File: src/rtl/db15_joy_tx_if.sv
// db15_joy_tx_if -- three-wire DB15 serial joystick link.
//   joy_load_n : receiver -> device, low = parallel load, high = shift enabled
//   joy_clk    : receiver -> device, rising edge shifts the next bit out
//   joy_data   : device -> receiver, serial data, idles high
// master = receiver side (joy_db15), slave = device side (db15_joy_tx).
interface db15_joy_tx_if;
  logic joy_load_n;
  logic joy_clk;
  logic joy_data;

  modport master (output joy_load_n, output joy_clk, input joy_data);
  modport slave  (input joy_load_n, input joy_clk, output joy_data);
endinterface

File: src/rtl/db15_joy_tx.sv
// db15_joy_tx -- device-side DB15 joystick transmitter.
// Emulates the 74x165 parallel-in/serial-out chain of the SNAC DB15 adapter:
// while joy_load_n is low the chain is transparently loaded with the
// active-low button state, and each rising joy_clk afterwards shifts the next
// bit onto joy_data. Frame = P1 bits 0..11 then P2 bits 0..11.
// Ports:
//   clk_sys     system clock (53.6 MHz)
//   reset       synchronous, active-high
//   joy         db15_joy_tx_if.slave (joy_load_n, joy_clk in; joy_data out)
//   joystick1   P1 buttons, active-high
//   joystick2   P2 buttons, active-high
//   bit_cnt     shifts taken since last load, saturates at FRAME_BITS
//   busy        high while 0 < bit_cnt < FRAME_BITS
//   frame_done  one-cycle pulse when the last bit of a frame is shifted
module db15_joy_tx #(
  parameter int SYNC_STAGES     = 2,
  parameter int FILTER_CYCLES   = 2,
  parameter int BITS_PER_PLAYER = 12,
  parameter int FRAME_BITS      = 2 * BITS_PER_PLAYER
) (
  input  logic                                clk_sys,
  input  logic                                reset,
  db15_joy_tx_if.slave                        joy,
  input  logic [BITS_PER_PLAYER-1:0]          joystick1,
  input  logic [BITS_PER_PLAYER-1:0]          joystick2,
  output logic [$clog2(FRAME_BITS+1)-1:0]     bit_cnt,
  output logic                                busy,
  output logic                                frame_done
);

  localparam int CNT_W = $clog2(FRAME_BITS + 1);
  localparam int FW    = (FILTER_CYCLES > 1) ? $clog2(FILTER_CYCLES) : 1;
  localparam logic [CNT_W-1:0] CNT_LAST = CNT_W'(FRAME_BITS - 1);
  localparam logic [FW-1:0]    FLT_LAST = FW'(FILTER_CYCLES - 1);

  typedef enum logic [1:0] {
    ST_IDLE,
    ST_LOAD,
    ST_SHIFT
  } state_t;

  state_t                  state;
  logic [FRAME_BITS-1:0]   shreg;
  logic [SYNC_STAGES-1:0]  load_sync_p0;
  logic [SYNC_STAGES-1:0]  clk_sync_p0;
  logic [1:0]              raw_p1;   // [0] load_n, [1] clk
  logic [1:0]              filt_p2;
  logic [1:0]              filt_d_p2;
  logic                    load_n_f;
  logic                    clk_rise;

  // ---- stage p0: metastability synchronizers, idle high ----
  always_ff @(posedge clk_sys) begin
    if (reset) begin
      load_sync_p0 <= '1;
      clk_sync_p0  <= '1;
    end else begin
      load_sync_p0 <= {load_sync_p0[SYNC_STAGES-2:0], joy.joy_load_n};
      clk_sync_p0  <= {clk_sync_p0[SYNC_STAGES-2:0], joy.joy_clk};
    end
  end

  assign raw_p1 = {clk_sync_p0[SYNC_STAGES-1], load_sync_p0[SYNC_STAGES-1]};

  // ---- stage p1 -> p2: glitch filter ----
  // The filtered level follows the synchronized level only after it has
  // disagreed for FILTER_CYCLES consecutive samples; any agreeing sample
  // restarts the count, so short glitches never reach the FSM.
  for (genvar g = 0; g < 2; g++) begin : g_filt
    logic          f;
    logic [FW-1:0] cnt;

    always_ff @(posedge clk_sys) begin
      if (reset) begin
        f   <= 1'b1;
        cnt <= '0;
      end else if (raw_p1[g] == f) begin
        cnt <= '0;
      end else if (cnt == FLT_LAST) begin
        f   <= raw_p1[g];
        cnt <= '0;
      end else begin
        cnt <= cnt + 1'b1;
      end
    end

    assign filt_p2[g] = f;
  end

  always_ff @(posedge clk_sys) begin
    if (reset) filt_d_p2 <= '1;
    else       filt_d_p2 <= filt_p2;
  end

  assign load_n_f = filt_p2[0];
  // A clock already high when load releases produces no edge here because
  // filt_d_p2 tracks the level throughout LOAD.
  assign clk_rise = filt_p2[1] & ~filt_d_p2[1];

  // ---- stage p2 -> out: shift-register FSM ----
  // Load has priority over everything: a simultaneous clock edge is dropped
  // and a load mid-frame restarts the frame without a frame_done.
  always_ff @(posedge clk_sys) begin
    if (reset) begin
      state      <= ST_IDLE;
      shreg      <= '1;
      bit_cnt    <= '0;
      busy       <= 1'b0;
      frame_done <= 1'b0;
    end else begin
      frame_done <= 1'b0;
      if (!load_n_f) begin
        state   <= ST_LOAD;
        shreg   <= {~joystick2, ~joystick1};
        bit_cnt <= '0;
        busy    <= 1'b0;
      end else begin
        case (state)
          ST_LOAD: state <= ST_SHIFT;
          ST_SHIFT: begin
            if (clk_rise) begin
              // ones fill from the top so the line idles high after the frame
              shreg   <= {1'b1, shreg[FRAME_BITS-1:1]};
              bit_cnt <= bit_cnt + 1'b1;
              if (bit_cnt == CNT_LAST) begin
                busy       <= 1'b0;
                frame_done <= 1'b1;
                state      <= ST_IDLE;
              end else begin
                busy <= 1'b1;
              end
            end
          end
          default: ;
        endcase
      end
    end
  end

  // shreg[0] is the chain's serial output: ~joystick1[0] while loading,
  // frame bit k after k shifts, and all ones after reset or a full frame.
  assign joy.joy_data = shreg[0];

endmodule

File: src/flat_wrapper.sv
// flat-port wrapper written by rule: the top's interface ports become plain ports
module db15_joy_tx_flat 
#(
  parameter int SYNC_STAGES     = 2,
  parameter int FILTER_CYCLES   = 2,
  parameter int BITS_PER_PLAYER = 12,
  parameter int FRAME_BITS      = 2 * BITS_PER_PLAYER
)
  (clk_sys, reset, joystick1, joystick2, bit_cnt, busy, frame_done, joy_joy_load_n, joy_joy_clk, joy_joy_data);
  db15_joy_tx_if joy_i ();
  input  logic clk_sys;
  input  logic reset;
  input  logic [BITS_PER_PLAYER-1:0] joystick1;
  input  logic [BITS_PER_PLAYER-1:0] joystick2;
  output logic [$clog2(FRAME_BITS+1)-1:0] bit_cnt;
  output logic busy;
  output logic frame_done;
  input wire logic [$bits(joy_i.joy_load_n)-1:0] joy_joy_load_n;
  input wire logic [$bits(joy_i.joy_clk)-1:0] joy_joy_clk;
  output wire logic [$bits(joy_i.joy_data)-1:0] joy_joy_data;
  assign joy_i.joy_load_n = joy_joy_load_n;
  assign joy_i.joy_clk = joy_joy_clk;
  assign joy_joy_data = joy_i.joy_data;
  db15_joy_tx #(.SYNC_STAGES(SYNC_STAGES), .FILTER_CYCLES(FILTER_CYCLES), .BITS_PER_PLAYER(BITS_PER_PLAYER), .FRAME_BITS(FRAME_BITS)) u_core (.clk_sys(clk_sys), .reset(reset), .joy(joy_i), .joystick1(joystick1), .joystick2(joystick2), .bit_cnt(bit_cnt), .busy(busy), .frame_done(frame_done));
endmodule
File: config.mk
export PLATFORM = sky130hd
export DESIGN_NAME = db15_joy_tx_flat
export DESIGN_NICKNAME = d
export VERILOG_FILES = /design/src/rtl/db15_joy_tx_if.sv /design/src/rtl/db15_joy_tx.sv /design/src/flat_wrapper.sv
export SDC_FILE = /design/constraint.sdc
export NUM_CORES = 1
export LEC_CHECK = 0
export ABC_AREA = 1
export ABC_CLOCK_PERIOD_IN_PS = 1800
export BUFFER_PORTS_ARGS = -buffer_cell sky130_fd_sc_hd__buf_2
export CAP_MARGIN = 20
export CELL_PAD_IN_SITES_DETAIL_PLACEMENT = 1
export CELL_PAD_IN_SITES_GLOBAL_PLACEMENT = 1
export CORE_MARGIN = 2
export CORE_UTILIZATION = 43
export CTS_BUF_LIST = sky130_fd_sc_hd__clkbuf_8
export DETAILED_ROUTE_END_ITERATION = 16
export PLACE_DENSITY_LB_ADDON = 0.2
export SLEW_MARGIN = 20
export SYNTH_ARGS = -nofsm -noshare
export SYNTH_HDL_FRONTEND = slang
export SYNTH_SLANG_ARGS = --single-unit
File: constraint.sdc
create_clock -name clk_sys -period 1.8 [get_ports clk_sys]
set_input_delay 0.36 -clock clk_sys [delete_from_list [all_inputs] [get_ports clk_sys]]
set_output_delay 0.36 -clock clk_sys [all_outputs]
set_load 0.05 [all_outputs]
# Word level (Yosys, flattened, before mapping)
# Index checks and enable logic that the tools add are counted.
[totals]
register_bits = 43
latchBits = 0
ram_bits = 0
mem_bits_ro = 0
inputBits = 28
elab_cells = 57
n_memories = 0
[op_classes]
n_addsub = 3
multipliers = 0
div_mod_pow = 0
order_cmp = 0
n_eq_ne = 12
n_shift = 0
muxes = 9
bitwise = 9
n_reduce_logical = 11
[op_table]
columns = ["operator", "n"]
rows = [
  ["2-to-1 mux 24 bit", 3],
  ["NOT 12 bit", 2],
  ["AND reduction 2 bit", 4],
  ["!= test 2 x 1 -> 1 bit, second input constant", 3],
  ["!= test 3 bit, second input constant", 2],
  ["NOT 1 bit", 6],
  ["AND reduction 3 bit", 2],
  ["OR reduction 3 bit", 2],
  ["adder 5 x 1 -> 5 bit, second input constant", 1],
  ["== test 5 bit, second input constant", 1],
  ["2-to-1 mux 2 bit", 2],
  ["case mux 2 bit (2 select lines)", 1],
  ["OR reduction 4 bit", 1],
  ["2-to-1 mux 1 bit", 3],
  ["!= test 3 x 2 -> 1 bit, second input constant", 1],
  ["adder 1 bit, second input constant", 2],
  ["== test 1 bit", 2],
  ["== test 2 x 1 -> 1 bit, second input constant", 1],
  ["== test 2 bit, second input constant", 1],
  ["!= test 2 bit, second input constant", 1],
  ["nonzero test 2 bit", 1],
  ["OR reduction 2 bit", 1],
  ["bitwise AND 1 bit", 1],
]

# Longest topological paths before layout
[depth]
depth_word = 5
depth_mapped = 8

# Worst setup path before layout
# OpenSTA, ideal clock, no wires.
[synth_timing]
path_kind = "flip-flop to flip-flop"
startpoint = "register u_core.bit_cnt[0]"
endpoint = "register u_core.bit_cnt[4]"
setup_time_ps = 117
t_arrival_ps = 1338
setup_slack_ps = 345
stages_incl_launch_ff = 7
n_path_buf = 0
period_less_slack_ps = 1455
cell_sequence = "dfxtp_1 > ha_1 > nand2_1 > nor2_1 > nand3_1 > nand2_1 > nor2_1"
[synth_via]
elab_chain_cells = 1
[synth_rtl]
columns = ["element", "line", "source"]
rows = [
  ["start: declaration", "db15_joy_tx.sv:26", "output logic [$clog2(FRAME_BITS+1)-1:0] bit_cnt,"],
  ["start signal: assignment", "db15_joy_tx.sv:124", "bit_cnt <= bit_cnt + 1'b1;"],
  ["adder 5 x 1 -> 5 bit", "db15_joy_tx.sv:124", ""],
]
# Every way passes these cells.
# A chain may end at the register's enable or synchronous reset.

# Worst setup path in the final report
[layout_timing]
startpoint = "register u_core.state[0]"
endpoint = "register u_core.shreg[8]"
[layout_via]
elab_chain_cells = 3
[layout_rtl]
columns = ["element", "line", "source"]
rows = [
  ["start: declaration", "db15_joy_tx.sv:42", "state_t state;"],
  ["start signal: assignment", "db15_joy_tx.sv:105", "state <= ST_IDLE;"],
  ["start signal: assignment", "db15_joy_tx.sv:113", "state <= ST_LOAD;"],
  ["start signal: assignment", "db15_joy_tx.sv:119", "ST_LOAD: state <= ST_SHIFT;"],
  ["== test 2 bit", "db15_joy_tx.sv:118", "case (state)"],
  ["!= test 2 bit (no line)", "n/a", ""],
  ["AND reduction 2 bit (no line)", "n/a", ""],
  ["end signal: assignment", "db15_joy_tx.sv:114", "shreg <= {~joystick2, ~joystick1};"],
  ["end signal: assignment", "db15_joy_tx.sv:123", "shreg <= {1'b1, shreg[FRAME_BITS-1:1]};"],
  ["end: declaration", "db15_joy_tx.sv:43", "logic [FRAME_BITS-1:0] shreg;"],
]
# Every way passes these cells.

==> impl_metrics.env <==
export IMPL_io_buffers=35
export IMPL_p_per_area_nw_per_um2=997.6
export IMPL_skew_ps=6.467
export IMPL_track_usage=0.1811
export IMPL_postSynthCellCount=231
export IMPL_core_area_um2=3943
export IMPL_critPathMaxFanout=25
export IMPL_synth_top_cell_area_share=0.4845
export IMPL_hold_ws_ps=247.9
export IMPL_vias_per_cell=4.939
export IMPL_cts_made_buffers=5
export IMPL_relSlewSlack=0.7498
export IMPL_cts_tree="done"
export IMPL_crit_path_top_delay_cell="inv_2"
export IMPL_clkTransAtPathRegs_ps=80
export IMPL_place_congestion=0.7741
export IMPL_worstMarginPinSlew_ps=374.7
export IMPL_synth_top_family_by_area="simple AND/OR/NAND/NOR gates"
export IMPL_criticalPathCategory="flip-flop to flip-flop"
export IMPL_worst_path_buf_inv=2
export IMPL_drtIter0Drc=98
export IMPL_drc=0
export IMPL_ys_ff_latch=42
export IMPL_post_drt_wl_per_cell_um=11.69
export IMPL_vdd_drop_max_mv=0.5500
export IMPL_vias=1551
export IMPL_final_antenna_net_count=0
export IMPL_rsz0062_at_grt="false"
export IMPL_fin_cells=314
export IMPL_finalHoldViolations=0
export IMPL_ys_seq_area_frac=0.4845
export IMPL_r2r_slack_ps=270
export IMPL_drive_gt1_frac=0.2008
export IMPL_setup_viol=0
export IMPL_min_from="joy_joy_clk"
export IMPL_crit_start="u_core.state[0]$_SDFFE_PP0P_"
export IMPL_dp_hpwl_mm=2.551
export IMPL_cp_cell_sequence="inv_1, ha_1, nand3_4, nand2_4, inv_2, nand2_1, nand3_1"
export IMPL_r2r_start="u_core.state[0]$_SDFFE_PP0P_"
export IMPL_start_util=0.4402
export IMPL_arrival_ps=1770
export IMPL_grt_max_degree=42
export IMPL_final_common_cell="nand2_1"
export IMPL_synthAdderAreaFrac=0.01442
export IMPL_synthTopCellsByArea="dfxtp_1 (48%), nand2_1 (17%), nand3_1 (7.5%), o21ai_0 (7.2%), a21oi_1 (2.3%)"
export IMPL_rr_endpoint="u_core.shreg[8]$_SDFFE_PP1P_"
export IMPL_post_route_period_util=0.8481
export IMPL_firstDrtPassIters=4
export IMPL_die_area_um2=4560
export IMPL_die_y_um=67.53
export IMPL_required_ps=2040
export IMPL_fin_nets=293
export IMPL_wl_mm=3.671
export IMPL_cts_sinks=42
export IMPL_end_kind="flip-flop"
export IMPL_power_leakage_nw=1.048
export IMPL_clock_path_buffers=2
export IMPL_synth_simple_area_share=0.3107
export IMPL_place_inst=306
export IMPL_min_to="u_core.clk_sync_p0[0]$_SDFF_PP1_"
export IMPL_yosysUniqueCellTypes=21
export IMPL_synth_compound_area_frac=0.1081
export IMPL_critPathTopFamily="simple AND/OR/NAND/NOR gates"
export IMPL_mostFrequentLayoutCells="nand2_1 (80), dfxtp_1 (42), buf_2 (35)"
export IMPL_area_delta_synth_final_pct=17.23
export IMPL_yosys_warnings=0
export IMPL_cp_slowest_stage_delay_ps=360
export IMPL_drv_slew=0
export IMPL_grt_antenna_before_repair=0
export IMPL_drv_cap=0
export IMPL_yosysTopAreaCell="dfxtp_1"
export IMPL_synth_mux_area_frac=0
export IMPL_cts_root_buf="clkbuf_8"
export IMPL_diodes=0
export IMPL_fmax_ghz=0.6550
export IMPL_grt_pass1_vias=1504
export IMPL_final_core_util=0.5160
export IMPL_yosys_area_share_xor_xnor=0.01514
export IMPL_synth_area_um2=1735
export IMPL_setup_tns_final_ps=0
export IMPL_grt_overflow_total=0
export IMPL_ff2ff_path_depth=7
export IMPL_syn_nets=261
export IMPL_worstSkewPairLatency_ps=290
export IMPL_hold_path_depth=2
export IMPL_hold_class="input pin to flip-flop"
export IMPL_grt_pass1_wl_mm=6.258
export IMPL_hold_buffers=0
export IMPL_synth_area_per_cell_um2=7.513
export IMPL_start_kind="flip-flop"
export IMPL_fp_row_count=23
export IMPL_cts_resized=0
export IMPL_status="complete, no violations"
export IMPL_fp_dieW_um=67.53
export IMPL_period_needed_ps=1527
export IMPL_num_io_pins=36
export IMPL_cts_htree_levels=2
export IMPL_postCtsSetupRepairBufs=0
-- cell families after synthesis --
logic type                 Yosys count
AOI/OAI and AO/OA                   36
DFF                                 42
xor gates and xnor gates             3
and+or+nand+nor                    125
adders and majority gates            2
buffers and inverters               23
-- cell usage after synthesis --
cell	count
nand2_1	80
dfxtp_1	42
nand3_1	26
o21ai_0	25
inv_1	9
nor2_1	9
a21oi_1	8
buf_2	6
or2_2	4
nor3_1	3
o211ai_1	3
buf_4	2
buf_6	2
clkbuf_1	2
ha_1	2
inv_2	2
xnor2_1	2
nand2_4	1
nand3_4	1
nor4_1	1
xor2_1	1
-- routing by layer --
| metal | GRT usage | vias up | wire, µm |
|---|---|---|---|
| li1 | - | 811 | - |
| met1 | 0.2099 | 709 | 1762 |
| met2 | 0.3113 | 26 | 1714 |
| met3 | 0.05000 | 5 | 130 |
| met4 | 0.07653 | 0 | 63 |
| met5 | 0 | - | 0 |
-- per-stage QoR --
stage               setup WS [ps]  power, mW  area, µm²
CTS                         234.4      2.058       2034
global route                108.8      2.143       2034
floorplan                   345.0      1.248       1735
global placement            299.3      1.310       1926
finish                      273.4      2.030       2034
detailed placement          251.6      1.321       1926
-- worst reg2reg max path, stage by stage, from the launching register on --
cell,delay (ps)
dfxtp_1,310
inv_1,50
ha_1,230
nand3_4,150
nand2_4,190
inv_2,360
nand2_1,100
nand3_1,100
-- worst max path at each step --
stage                                                end  slack (ps)  cells after the start
after floorplan           u_core.bit_cnt[4]$_SDFFE_PP0N_         340                      6
after detailed placement   u_core.shreg[17]$_SDFFE_PP1P_         250                      7
after global placement      u_core.shreg[1]$_SDFFE_PP1P_         300                      7
after global routing        u_core.shreg[4]$_SDFFE_PP1P_         110                      7
after CTS                   u_core.shreg[8]$_SDFFE_PP1P_         230                      7
final                       u_core.shreg[8]$_SDFFE_PP1P_         270                      7
-- state kept, by name, indices dropped and copies added, names as in the netlist --
register,cells
u_core.shreg,24
u_core.bit_cnt,5
u_core.clk_sync_p0,2
u_core.g_filt.cnt,2
u_core.g_filt.f,2
u_core.load_sync_p0,2
u_core.state,2
u_core.busy,1
u_core.filt_d_p2,1
u_core.frame_done,1
-- power by group --
part           total (mW)  leakage [nW]  switching (mW)  internal, mW
Clock               0.734        0.0579           0.326         0.408
Sequential           1.03         0.343          0.0357         0.990
Combinational       0.270         0.647           0.162         0.108
-- cell type report --
type | instances | area, µm²
repair buffers | 37 | 202.7
multi-input cells | 166 | 778.2
inverters | 11 | 41.29
clock buffers | 5 | 68.82
flip-flops and latches | 42 | 840.8
fillers | 530 | 1908
clock inverters | 3 | 40.04
well taps | 50 | 62.56
Power figures use the tool's default switching activity.
